### src/rtl/fast_frame_sequencer.sv
// fast_frame_sequencer: raster column sequencer for a FAST corner core.
// Walks the image in 7-row bands. Each band is read column by column.
// Load beats are tagged with their column so that core scores can be
// turned into corner coordinates. Corners are buffered in a 4-entry FIFO
// and leave through a valid/ready stream.
// Optional feature: define FAST_SEQ_OVF_CNT_EN to count dropped corners on
// ovf_cnt. When it is not defined, ovf_cnt is tied to zero.
module fast_frame_sequencer #(
  parameter int unsigned IMG_W    = 200,
  parameter int unsigned IMG_H    = 7,
  parameter int unsigned CORE_LAT = 2
) (
  input  logic        clk,
  input  logic        reset,
  input  logic        start,
  input  logic [15:0] thresh,
  output logic        busy,
  output logic        done,
  output logic        mem_rd,
  output logic [15:0] mem_addr,
  input  logic [55:0] mem_rdata,
  output logic [7:0]  data1,
  output logic [7:0]  data2,
  output logic [7:0]  data3,
  output logic [7:0]  data4,
  output logic [7:0]  data5,
  output logic [7:0]  data6,
  output logic [7:0]  data7,
  output logic        load,
  output logic        core_rst,
  input  logic [15:0] core_score,
  input  logic        core_en,
  output logic        corner_valid,
  input  logic        corner_ready,
  output logic [7:0]  corner_x,
  output logic [7:0]  corner_y,
  output logic [15:0] corner_score,
  output logic [15:0] ovf_cnt
);

  localparam logic [7:0] LastCol     = 8'(IMG_W - 1);
  localparam logic [7:0] LastRowBase = 8'(IMG_H - 7);
  localparam logic [3:0] DrainLast   = 4'(CORE_LAT);

  typedef enum logic [2:0] {StIdle, StFetch, StDrain, StNext, StDone} state_e;

  state_e      state_q;
  logic        busy_q, done_q, mem_rd_q, core_rst_q, load_q;
  logic [7:0]  row_base_q, col_q, load_tag_q;
  logic [3:0]  drain_cnt_q;
  logic [15:0] thresh_q;
  logic [7:0]  tag_pipe_q [CORE_LAT];
  logic        start_acc;

  assign start_acc = start && (state_q == StIdle);

  // Frame FSM: band/column walk with registered control outputs
  always_ff @(posedge clk) begin
    if (reset) begin
      state_q     <= StIdle;
      busy_q      <= 1'b0;
      done_q      <= 1'b0;
      mem_rd_q    <= 1'b0;
      core_rst_q  <= 1'b1;
      row_base_q  <= 8'd0;
      col_q       <= 8'd0;
      drain_cnt_q <= 4'd0;
      thresh_q    <= 16'd0;
    end else begin
      done_q     <= 1'b0;
      core_rst_q <= 1'b0;
      case (state_q)
        StIdle: begin
          if (start_acc) begin
            state_q    <= StFetch;
            busy_q     <= 1'b1;
            mem_rd_q   <= 1'b1;
            row_base_q <= 8'd0;
            col_q      <= 8'd0;
            thresh_q   <= thresh;
          end
        end
        StFetch: begin
          if (col_q == LastCol) begin
            state_q     <= StDrain;
            mem_rd_q    <= 1'b0;
            drain_cnt_q <= 4'd0;
          end else begin
            col_q <= col_q + 8'd1;
          end
        end
        StDrain: begin
          // Wait for the last beat's score to leave the core
          if (drain_cnt_q == DrainLast) begin
            state_q    <= StNext;
            core_rst_q <= 1'b1;
          end else begin
            drain_cnt_q <= drain_cnt_q + 4'd1;
          end
        end
        StNext: begin
          if (row_base_q == LastRowBase) begin
            state_q <= StDone;
          end else begin
            state_q    <= StFetch;
            row_base_q <= row_base_q + 8'd1;
            col_q      <= 8'd0;
            mem_rd_q   <= 1'b1;
          end
        end
        StDone: begin
          state_q <= StIdle;
          done_q  <= 1'b1;
          busy_q  <= 1'b0;
        end
        default: state_q <= StIdle;
      endcase
    end
  end

  // Load strobe and column tag delay line, aligned with core_en
  always_ff @(posedge clk) begin
    if (reset) begin
      load_q     <= 1'b0;
      load_tag_q <= 8'd0;
      for (int unsigned i = 0; i < CORE_LAT; i++) begin
        tag_pipe_q[i] <= 8'd0;
      end
    end else begin
      load_q <= mem_rd_q;
      if (mem_rd_q) begin
        load_tag_q <= col_q;
      end
      tag_pipe_q[0] <= load_tag_q;
      for (int unsigned i = 1; i < CORE_LAT; i++) begin
        tag_pipe_q[i] <= tag_pipe_q[i-1];
      end
    end
  end

  assign busy     = busy_q;
  assign done     = done_q;
  assign mem_rd   = mem_rd_q;
  assign mem_addr = {row_base_q, col_q};
  assign load     = load_q;
  assign core_rst = core_rst_q;

  assign data1 = mem_rdata[7:0];
  assign data2 = mem_rdata[15:8];
  assign data3 = mem_rdata[23:16];
  assign data4 = mem_rdata[31:24];
  assign data5 = mem_rdata[39:32];
  assign data6 = mem_rdata[47:40];
  assign data7 = mem_rdata[55:48];

  // Corner candidate: the 3-pixel ring needs at least 6 columns of history
  logic [7:0]  cand_tag;
  logic        cand;
  logic [31:0] cand_entry;

  assign cand_tag   = tag_pipe_q[CORE_LAT-1];
  assign cand       = core_en && (cand_tag >= 8'd6) && (core_score > thresh_q);
  assign cand_entry = {cand_tag - 8'd3, row_base_q + 8'd3, core_score};

  logic [31:0] fifo_q [4];
  logic [1:0]  wr_ptr_q, rd_ptr_q;
  logic [2:0]  count_q;
  logic        fifo_full, pop, push;

  assign fifo_full = (count_q == 3'd4);
  assign pop       = corner_valid && corner_ready;
  // A pop in the same cycle frees the slot, so a full FIFO still accepts
  assign push      = cand && (!fifo_full || pop);

  // FIFO pointers and occupancy
  always_ff @(posedge clk) begin
    if (reset) begin
      wr_ptr_q <= 2'd0;
      rd_ptr_q <= 2'd0;
      count_q  <= 3'd0;
    end else begin
      if (push) begin
        wr_ptr_q <= wr_ptr_q + 2'd1;
      end
      if (pop) begin
        rd_ptr_q <= rd_ptr_q + 2'd1;
      end
      count_q <= count_q + {2'b00, push} - {2'b00, pop};
    end
  end

  // FIFO storage
  always_ff @(posedge clk) begin
    if (push) begin
      fifo_q[wr_ptr_q] <= cand_entry;
    end
  end

  assign corner_valid = (count_q != 3'd0);
  assign corner_x     = fifo_q[rd_ptr_q][31:24];
  assign corner_y     = fifo_q[rd_ptr_q][23:16];
  assign corner_score = fifo_q[rd_ptr_q][15:0];

`ifdef FAST_SEQ_OVF_CNT_EN
  logic [15:0] ovf_q;
  logic        drop;

  assign drop = cand && fifo_full && !pop;

  // Saturating drop counter, restarted with each accepted frame
  always_ff @(posedge clk) begin
    if (reset) begin
      ovf_q <= 16'd0;
    end else if (start_acc) begin
      ovf_q <= 16'd0;
    end else if (drop && (ovf_q != 16'hFFFF)) begin
      ovf_q <= ovf_q + 16'd1;
    end
  end

  assign ovf_cnt = ovf_q;
`else
  assign ovf_cnt = 16'h0000;
`endif

endmodule

### config.mk
export PLATFORM = sky130hd
export DESIGN_NAME = fast_frame_sequencer
export DESIGN_NICKNAME = d
export VERILOG_FILES = /design/src/rtl/fast_frame_sequencer.sv
export SDC_FILE = /design/constraint.sdc
export NUM_CORES = 1
export LEC_CHECK = 0
export BUFFER_PORTS_ARGS = -buffer_cell sky130_fd_sc_hd__buf_2
export CAP_MARGIN = 30
export CORE_ASPECT_RATIO = 2
export CORE_MARGIN = 3
export CORE_UTILIZATION = 45
export CTS_CLUSTER_SIZE = 25
export DETAILED_ROUTE_END_ITERATION = 8
export GPL_TIMING_DRIVEN = 0
export PLACE_DENSITY_LB_ADDON = 0.05
export SETUP_SLACK_MARGIN = 0.1
export SYNTH_ARGS = -nofsm -noshare
export SYNTH_HDL_FRONTEND = slang
export SYNTH_SLANG_ARGS = --single-unit
### constraint.sdc
create_clock -name clk -period 2.9 [get_ports clk]
set_input_delay 0.145 -clock clk [delete_from_list [all_inputs] [get_ports clk]]
set_output_delay 0.145 -clock clk [all_outputs]
set_load 0.03 [all_outputs]
# Word level (Yosys, flattened, before mapping)
# Memory sizes are Yosys's and may differ from the RTL's. A register that Yosys moved wholly into a read port is not among the register bits.
# Cells that the tools add are included.
dict set report totals {
  register_bits 59
  mem_bits_rw 144
  word_cells 94
  n_memories 2
}
dict set report op_classes {
  addsub 9
  magnitude_cmp 2
  eq_ne 13
  muxes 31
  bitwise 2
  reduce_logical 21
}
# name words width rd rd_ports_with_merged_regs write_ports line_no
set mem_list {}
lappend mem_list {fifo_q 4 32 1 1 1 165} ;# logic [31:0] fifo_q [4];
lappend mem_list {tag_pipe_q 2 8 2 0 2 52} ;# logic [7:0] tag_pipe_q [CORE_LAT];
# cell count
set ops {}
lappend ops {{8-bit 2-to-1 mux} 6}
lappend ops {{8-bit one-hot mux with 3 select lines} 1}
lappend ops {{8-bit by 1-bit adder with 8-bit output (second input constant)} 2}
lappend ops {{16-bit > comparator} 1}
lappend ops {{8-bit one-hot mux with 2 select lines} 1}
lappend ops {{3-bit 2-to-1 mux} 4}
lappend ops {{2-bit inequality test (second input constant)} 6}
lappend ops {{3-bit one-hot mux with 4 select lines} 1}
lappend ops {{1-bit 2-to-1 mux} 11}
lappend ops {{3-bit AND reduction} 3}
lappend ops {{8-bit by 2-bit adder with 8-bit output (second input constant)} 1}
lappend ops {{8-bit == test (second input constant)} 1}
lappend ops {{8-bit by 3-bit >= comparator with 1-bit output (second input constant)} 1}
lappend ops {{8-bit zero test} 1}
lappend ops {{4-bit 2-to-1 mux} 2}
lappend ops {{4-bit one-hot mux with 2 select lines} 1}
lappend ops {{4-bit AND reduction} 2}
lappend ops {{8-bit by 2-bit subtractor with 8-bit output (second input constant)} 1}
lappend ops {{3-bit by 2-bit == test with 1-bit output (second input constant)} 2}
lappend ops {{3-bit == test (second input constant)} 2}
lappend ops {{2-bit nonzero test} 3}
lappend ops {{3-bit nonzero test} 2}
lappend ops {{1-bit logical AND} 5}
lappend ops {{2-bit by 1-bit adder with 2-bit output (second input constant)} 2}
lappend ops {{other kinds (13)} 16}

# Depth between registers and ports, before layout
# Gate-level depths: netlist of the first run.
# An unclocked memory read counts as a cell.
dict set report depth {
  depth_word 7
  ltp_mapped 12
  ltp_nobuf 12
}

# Least setup slack after synthesis of the first run
# OpenSTA, ideal clock, no wires.
dict set report synth_path {
  kind {register -> register}
  start {register thresh_q[1]}
  end {memory fifo_q[0][0], enable pin}
  setup_time_ps 392
  arrival_ps 2479
  t_required_ps 2508
  slack_ps 29
  stages_incl_launch_ff 9
  period_less_slack_ps 2871
  path_cell_list {dfxtp_1 -> inv_1 -> ha_1 -> nor2b_1 -> o211ai_1 -> a2111o_1 -> a31oi_1 -> a21boi_4 -> and2_1}
}
dict set report synth_between {
  elab_chain_cells 5
}
# element line_no
set synth_lines {}
lappend synth_lines {{from (decl)} 51} ;# logic [15:0] thresh_q;
lappend synth_lines {{from (signal assigned)} 80} ;# thresh_q <= thresh;
lappend synth_lines {{16-bit > comparator} 162} ;# assign cand = core_en && (cand_tag >= 8'd6) && (core_score > thresh_q);
lappend synth_lines {{1-bit logical AND} 162}
lappend synth_lines {{1-bit logical AND} 173} ;# assign push = cand && (!fifo_full || pop);
lappend synth_lines {{1-bit 2-to-1 mux} 194} ;# if (push) begin
lappend synth_lines {{1-bit 2-to-1 mux (not written as such)} 195} ;# fifo_q[wr_ptr_q] <= cand_entry;
lappend synth_lines {{to (decl)} 165}
# Every way passes these cells.

# Worst setup path after layout of the first run
dict set report layout_path {
  start {register thresh_q[11]}
  end {register count_q[1]}
}
dict set report layout_between {
  elab_chain_cells 5
}
# element line_no
set layout_lines {}
lappend layout_lines {{16-bit > comparator} 162}
lappend layout_lines {{1-bit logical AND} 162}
lappend layout_lines {{1-bit logical AND} 173}
lappend layout_lines {{3-bit by 1-bit adder with 3-bit output} 188} ;# count_q <= count_q + {2'b00, push} - {2'b00, pop};
lappend layout_lines {{3-bit by 1-bit subtractor with 3-bit output} 188}
lappend layout_lines {{to (signal assigned)} 188}
lappend layout_lines {{to (decl)} 167} ;# logic [2:0] count_q;
# Every way passes these cells.
# A chain may end at the register's enable or synchronous reset.

==> results of run 1 <==
-- registers in the layout, indices dropped and copies added (netlist names), 2 cells and up, named ones only --
signal       count
thresh_q        16
drain_cnt_q      4
col_q            8
count_q          3
fifo_q         128
tag_pipe_q      16
rd_ptr_q         2
state_q          3
load_tag_q       8
wr_ptr_q         2
row_base_q       8
-- metrics by stage --
stage          setup TNS, ns  power [W]  cell area [µm²]  cells  hold WS [ns]
2_1_floorplan              0    0.00441             8940    680         0.244
3_3_place_gp          -31.41    0.00477             9990   1084         0.378
3_5_place_dp          -17.72    0.00479            10000   1086         0.385
4_1_cts                    0    0.00725            11000   1154        0.0652
5_1_grt                    0    0.00753            11100   1159        0.0884
6_report                   0    0.00721            11100   1159        0.0864
-- worst reg2reg max path: stages, from the launching register on --
cell and delay [ns]:
dfxtp_2 0.33, inv_2 0.05, ha_4 0.28, nand4_1 0.17, or4_4 0.60, o311ai_4 0.10, a31oi_4 0.07, or2_4 0.27
nand2_2 0.07, ha_4 0.13, fa_2 0.42, nor2b_4 0.13
-- metal layers --
metal | wire length (µm) | track usage, %
met5 | 0 | 0
met4 | 520 | 6.62
met3 | 842 | 2.62
met2 | 11600 | 36.3
met1 | 7150 | 19.0
-- placed cells by master (no fill, tap or decap), types with 26 or more instances in the layout --
cell type	instances
nand2_1	51
buf_4	77
a21oi_1	33
nor2_1	41
edfxtp_1	128
dlygate4sd3_1	33
mux4_2	32
buf_2	153
inv_1	26
dfxtp_1	72
-- logic make-up (layout without fill, tap and decap cells) --
logic type	Yosys count	in the layout	share of synthesized area, %
buffers and inverters	124	344	8.49
AND/OR/NAND/NOR	173	173	9.67
adder cells (fa/ha/maj)	30	30	4.31
multiplexers	44	44	9.54
AO/OA/AOI/OAI	60	60	4.51
flip-flops	205	205	60.7
other	1	16	0.0422
XOR/XNOR	28	28	2.76
-- worst paths after layout --
check                                      start           endpoint  slack (ns)  depth (start not counted)
worst max-delay path                thresh_q[11]         count_q[1]        0.13                         11
worst min-delay path                corner_ready        rd_ptr_q[0]        0.09                          4
worst max register to register      thresh_q[11]         count_q[1]        0.13                         11
worst min register to register  tag_pipe_q[0][5]  tag_pipe_q[0][13]        0.45                          1
-- where the power goes --
part           switching, W  internal, W
Clock               0.00105      0.00134
Sequential        0.0000461      0.00314
Combinational      0.000962     0.000676
Total               0.00206      0.00515
-- timing repair --
| action | in CTS | in global routing |
|---|---|---|
| pin swaps | 5 | 11 |
| endpoints found under the setup margin | 110 | 110 |
| hold endpoints to repair | 81 | 0 |
| hold buffers | 33 | 0 |
| resized for setup | 12 | 16 |
| setup buffers | 1 | 5 |
-- cell type report --
| cell class | instances | area [µm²] |
|---|---|---|
| Fill cell | 1615 | 8220 |
| Sequential cell | 205 | 5390 |
| Multi-Input combinational cell | 351 | 2920 |
| Timing Repair Buffer | 186 | 1150 |
| Buffer | 96 | 648 |
| Clock buffer | 23 | 542 |
| Tap cell | 259 | 324 |
| Inverter | 28 | 105 |
| Clock inverter | 11 | 62.6 |
==> results.py, run 1 <==
metrics = {
    "sta": {
        "setup_violations": 0,
        "maxSlewViolCount": 0,
        "max_freq_ghz": 0.361,
        "min_period_ns": 2.77,
        "hold_viol": 0,
        "tightestPinTransition_ns": 0.829,
        "grt_setup_unrepaired": "true",
        "fin_ws_ns": 0.131,
        "skew_ns": 0.00708,
        "max_slew_margin_pct": 44.7,
        "min_period_over_period_pct": 95.5,
    },
    "cells_and_area": {
        "finish.utilization_pct": 57.5,
        "n_antenna_cell": 0,
        "nNetsFinal": 1010,
        "drive_above_1_share_pct": 36.8,
        "areaGrowthSynthToFinish_pct": 25.6,
    },
    "global_routing": {
        "gr-total-overflow": 0,
        "grt_first_pass_wirelength_um": 31000,
        "grt_pass1_vias": 5978,
        "antenna_found_initial": 0,
        "grt_max_degree": 33,
        "track_usage_pct": 18.3,
    },
    "setup_path": {
        "path_buf_inv": 1,
        "crit_path_cell_trace": "inv_2, ha_4, nand4_1, or4_4, o311ai_4, a31oi_4, or2_4, nand2_2, ha_4, fa_2, nor2b_4",
        "path_delay_family": "simple AND/OR/NAND/NOR gates",
        "critical-path-slowest-cell": "or4_4",
        "cp.arrival_ns": 3.12,
        "cp_slowest_stage_delay_ns": 0.60,
        "crit_type": "reg -> reg",
        "start_kind": "register",
        "endpoint_kind": "register",
        "crit_top_cell": "ha_4",
        "path_max_fanout": 3,
        "worstPathRequired_ns": 3.26,
    },
    "placed_design": {
        "place_ws_ns": -0.277,
        "port_buffers": 145,
        "gp_congestion": 0.801,
        "dp_hpwl_um": 14500,
    },
    "yosys": {
        "synth_top_area_cell": "edfxtp_1",
        "synth_cells": 665,
        "ys_seq_area_share_pct": 60.7,
        "syn_avg_cell_area_um2": 13.3,
        "synth.distinct_cells": 54,
        "synth_area_leaders": "edfxtp_1 (43%), dfxtp_1 (17%), mux4_2 (8.1%), buf_4 (6.1%), ha_1 (4.1%)",
        "synth-seq-cells": 205,
        "synth_ff_type": "edfxtp_1",
        "synth_common_cells": "edfxtp_1 (128), dfxtp_1 (77), buf_4 (72)",
        "synth.most_common_cell": "edfxtp_1",
        "syn-cell-area_um2": 8880,
        "yosysWarnings": 0,
        "synth_edf_count": 128,
        "synth.top_cell.area_share_pct": 43.3,
        "ys_async_sr_fraction_pct": 0,
    },
    "clock_tree": {
        "clkSinkCount": 205,
        "clockBufferDepth": 3,
        "clk_pin_slew_ns": 0.07,
        "clock_latency_ns": 0.48,
        "cts_tree": "yes",
        "cts_made_buffers": 19,
        "h-tree-depth": 1,
        "cts-root-buf": "clkbuf_16",
    },
    "routing": {
        "post_drt_wl_per_cell_um": 17.3,
        "vias": 5645,
        "first_pass_iters": 5,
        "ant_nets": 0,
        "drc": 0,
        "drt-total-wl_um": 20100,
        "routed_via_density": 4.87,
        "first_iter_violations": 152,
    },
    "worst_hold_path": {
        "holdCritPathClass": "in -> reg",
    },
    "floorplan": {
        "core_area_um2": 19400,
        "start_util_pct": 45.8,
        "die_w_um": 105,
        "core.rowCount": 72,
        "io_pins": 219,
        "die_h_um": 205,
        "dieArea_um2": 21500,
    },
    "status": {
        "outcome": "completed",
    },
    "power": {
        "p_per_area_nw_per_um2": 647,
        "leakagePower_nw": 4.26,
        "vdd_ir_drop_max_v": 0.000476,
    },
    "job": {
        "cap_violations": 0,
    },
}
Note: power is estimated with default switching activity, not from simulation.
==> inputs of run 2 (changes only) <==
--- a/config.mk
+++ b/config.mk
@@ -13,7 +13,7 @@
 export CTS_CLUSTER_SIZE = 25
 export DETAILED_ROUTE_END_ITERATION = 8
 export GPL_TIMING_DRIVEN = 0
-export PLACE_DENSITY_LB_ADDON = 0.05
+export PLACE_DENSITY = 0.75
 export SETUP_SLACK_MARGIN = 0.1
 export SYNTH_ARGS = -nofsm -noshare
 export SYNTH_HDL_FRONTEND = slang
==> results.py, run 2 (same netlist as run 1, synthesis figures left out) <==
metrics = {
    "status": {
        "outcome": "completed",
    },
    "cells_and_area": {
        "finish.utilization_pct": 57.9,
        "finalNonFillerCells": 1167,
        "n_antenna_cell": 0,
        "multi_input_area_um2": 2940,
        "areaGrowthSynthToFinish_pct": 26.3,
        "reg_top3": "fifo_q (128), tag_pipe_q (16), thresh_q (16)",
        "fin_area_um2": 11200,
        "regMostFlops": "fifo_q",
        "final_common_cell": "buf_2",
        "layout_common_cells": "buf_2 (152), edfxtp_1 (128), buf_4 (83)",
        "n_fill_cell": 1541,
        "largest_reg_flops": 128,
        "layout.area.seq_um2": 5390,
        "drive_above_1_share_pct": 36.1,
        "nNetsFinal": 1021,
    },
    "routing": {
        "drt-total-wl_um": 18900,
        "ant_nets": 0,
        "post_drt_wl_per_cell_um": 16.2,
        "vias": 5720,
        "first_iter_violations": 233,
        "first_pass_iters": 4,
        "routed_via_density": 4.90,
        "drc": 0,
    },
    "setup_path": {
        "reg2reg_slack_ns": 0.15,
        "timing.rr.end": "count_q[1]",
        "cp-endpoint": "count_q[1]",
        "endpoint_kind": "register",
        "crit_type": "in -> reg",
        "path_max_fanout": 5,
        "worst_r2r_startpoint": "thresh_q[6]",
        "worstPathRequired_ns": 3.23,
        "cp.arrival_ns": 3.12,
        "startpoint": "core_score[6]",
        "start_kind": "input pin",
        "reg2reg_depth": 11,
    },
    "clock_tree": {
        "clkSinkCount": 205,
        "h-tree-depth": 1,
        "cts_made_buffers": 17,
        "cts_tree": "yes",
        "clk_pin_slew_ns": 0.07,
        "clockBufferDepth": 3,
        "cts-root-buf": "clkbuf_16",
        "clock_latency_ns": 0.46,
    },
    "placed_design": {
        "port_buffers": 145,
        "place_area_um2": 9990,
        "gp_congestion": 0.777,
        "dp_hpwl_um": 12900,
        "dp.cells": 1084,
    },
    "global_routing": {
        "gr-total-overflow": 0,
        "grt_max_degree": 18,
        "antenna_found_initial": 0,
        "grt_pass1_vias": 5630,
        "track_usage_pct": 16.8,
        "grt_first_pass_wirelength_um": 28600,
    },
    "floorplan": {
        "dieArea_um2": 21500,
        "core_area_um2": 19400,
        "start_util_pct": 45.8,
        "core.rowCount": 72,
        "die_w_um": 105,
        "io_pins": 219,
        "die_h_um": 205,
    },
    "worst_hold_path": {
        "holdCritPathClass": "in -> reg",
        "hold_depth": 4,
    },
    "sta": {
        "tightestPinTransition_ns": 0.789,
        "maxSlewViolCount": 0,
        "grt_setup_unrepaired": "true",
        "max_freq_ghz": 0.358,
        "hold_slack_ns": 0.0949,
        "fin_setup_tns_ns": 0,
        "min_period_over_period_pct": 96.2,
        "skew_ns": 0.00917,
        "hold_viol": 0,
        "max_slew_margin_pct": 47.4,
        "setup_violations": 0,
        "min_period_ns": 2.79,
    },
    "power": {
        "switching_share_pct": 27.9,
        "p_clk_share_pct": 31.6,
        "seqPwrFrac_pct": 45.4,
        "p_per_area_nw_per_um2": 624,
        "comb_power_share_pct": 23.1,
        "p_sw_w": 0.00195,
        "leakagePower_nw": 4.29,
        "p_int_w": 0.00505,
        "vdd_ir_drop_max_v": 0.000384,
    },
    "job": {
        "cap_violations": 0,
    },
}
[run 2: cell count changes in the layout (fill, tap and decap cells not counted), moves of 3 or more]
cell / delta
buf_4: +6
and2_4: +4
buf_12: +4
clkbuf_16: -3
clkbuf_8: -3
clkinv_2: -3
dfxtp_1: +3
dfxtp_2: -3
[run 2: worst min path at each step]
stage	startpoint	end	slack (ns)
after global routing	corner_ready	rd_ptr_q[0]	0.14
after detailed placement	core_score[9]	fifo_q[1][9]	0.38
after global placement	core_score[9]	fifo_q[0][9]	0.38
after CTS	corner_ready	rd_ptr_q[0]	0.08
final	corner_ready	rd_ptr_q[0]	0.09
after floorplan	core_score[0]	fifo_q[0][0]	0.24
[run 2: area by class of cell]
type / count / area share, %
Clock buffer: 19 / 3.86
Inverter: 28 / 0.937
Buffer: 96 / 5.78
Tap cell: 259 / 2.89
Sequential cell: 205 / 48.1
Multi-Input combinational cell: 355 / 26.2
Timing Repair Buffer: 195 / 11.4
Clock inverter: 10 / 0.882
[run 2: worst max-delay path, cell delays in order]
cell and delay [ns]:
dlygate4sd3_1 0.56, buf_4 0.16, ha_1 0.29, nand4_1 0.17, or4_4 0.60, o311ai_4 0.11, a31oi_4 0.07, or2_4 0.27
nand2_1 0.06, ha_1 0.15, fa_1 0.40, nor2b_1 0.14
[run 2: power groups by stage]
stage	sequential (W)	combinational (W)	clock, W
6_report	0.00318	0.00162	0.00221
5_1_grt	0.00318	0.00173	0.00238
4_1_cts	0.00317	0.00159	0.00226
3_5_place_dp	0.00324	0.00154	0
3_3_place_gp	0.00324	0.00153	0
2_1_floorplan	0.00324	0.00116	0
[run 2: per-stage QoR]
| step | setup slack (ns) | total power [W] |
|---|---|---|
| after floorplan | 0.263 | 0.00441 |
| after global placement | -0.185 | 0.00476 |
| after detailed placement | -0.216 | 0.00478 |
| after CTS | 0.102 | 0.00702 |
| after global routing | 0.0563 | 0.00729 |
| final | 0.110 | 0.00700 |
[run 2: timing repair]
| action | in CTS | in global routing |
|---|---|---|
| cloned | 4 | 0 |
| hold buffers | 33 | 0 |
| endpoints found under the setup margin | 130 | 130 |
| setup buffers | 13 | 4 |
| hold endpoints to repair | 81 | 0 |
| pin swaps | 9 | 7 |
| resized for setup | 13 | 10 |
[run 2: routing by layer]
metal	vias up	global-route usage, %	part of all wire [%]
met5	-	0	0
met4	0	7.23	3.4
met3	36	2.30	4.4
met2	164	33.7	58
met1	2768	16.8	34
li1	2752	-	-
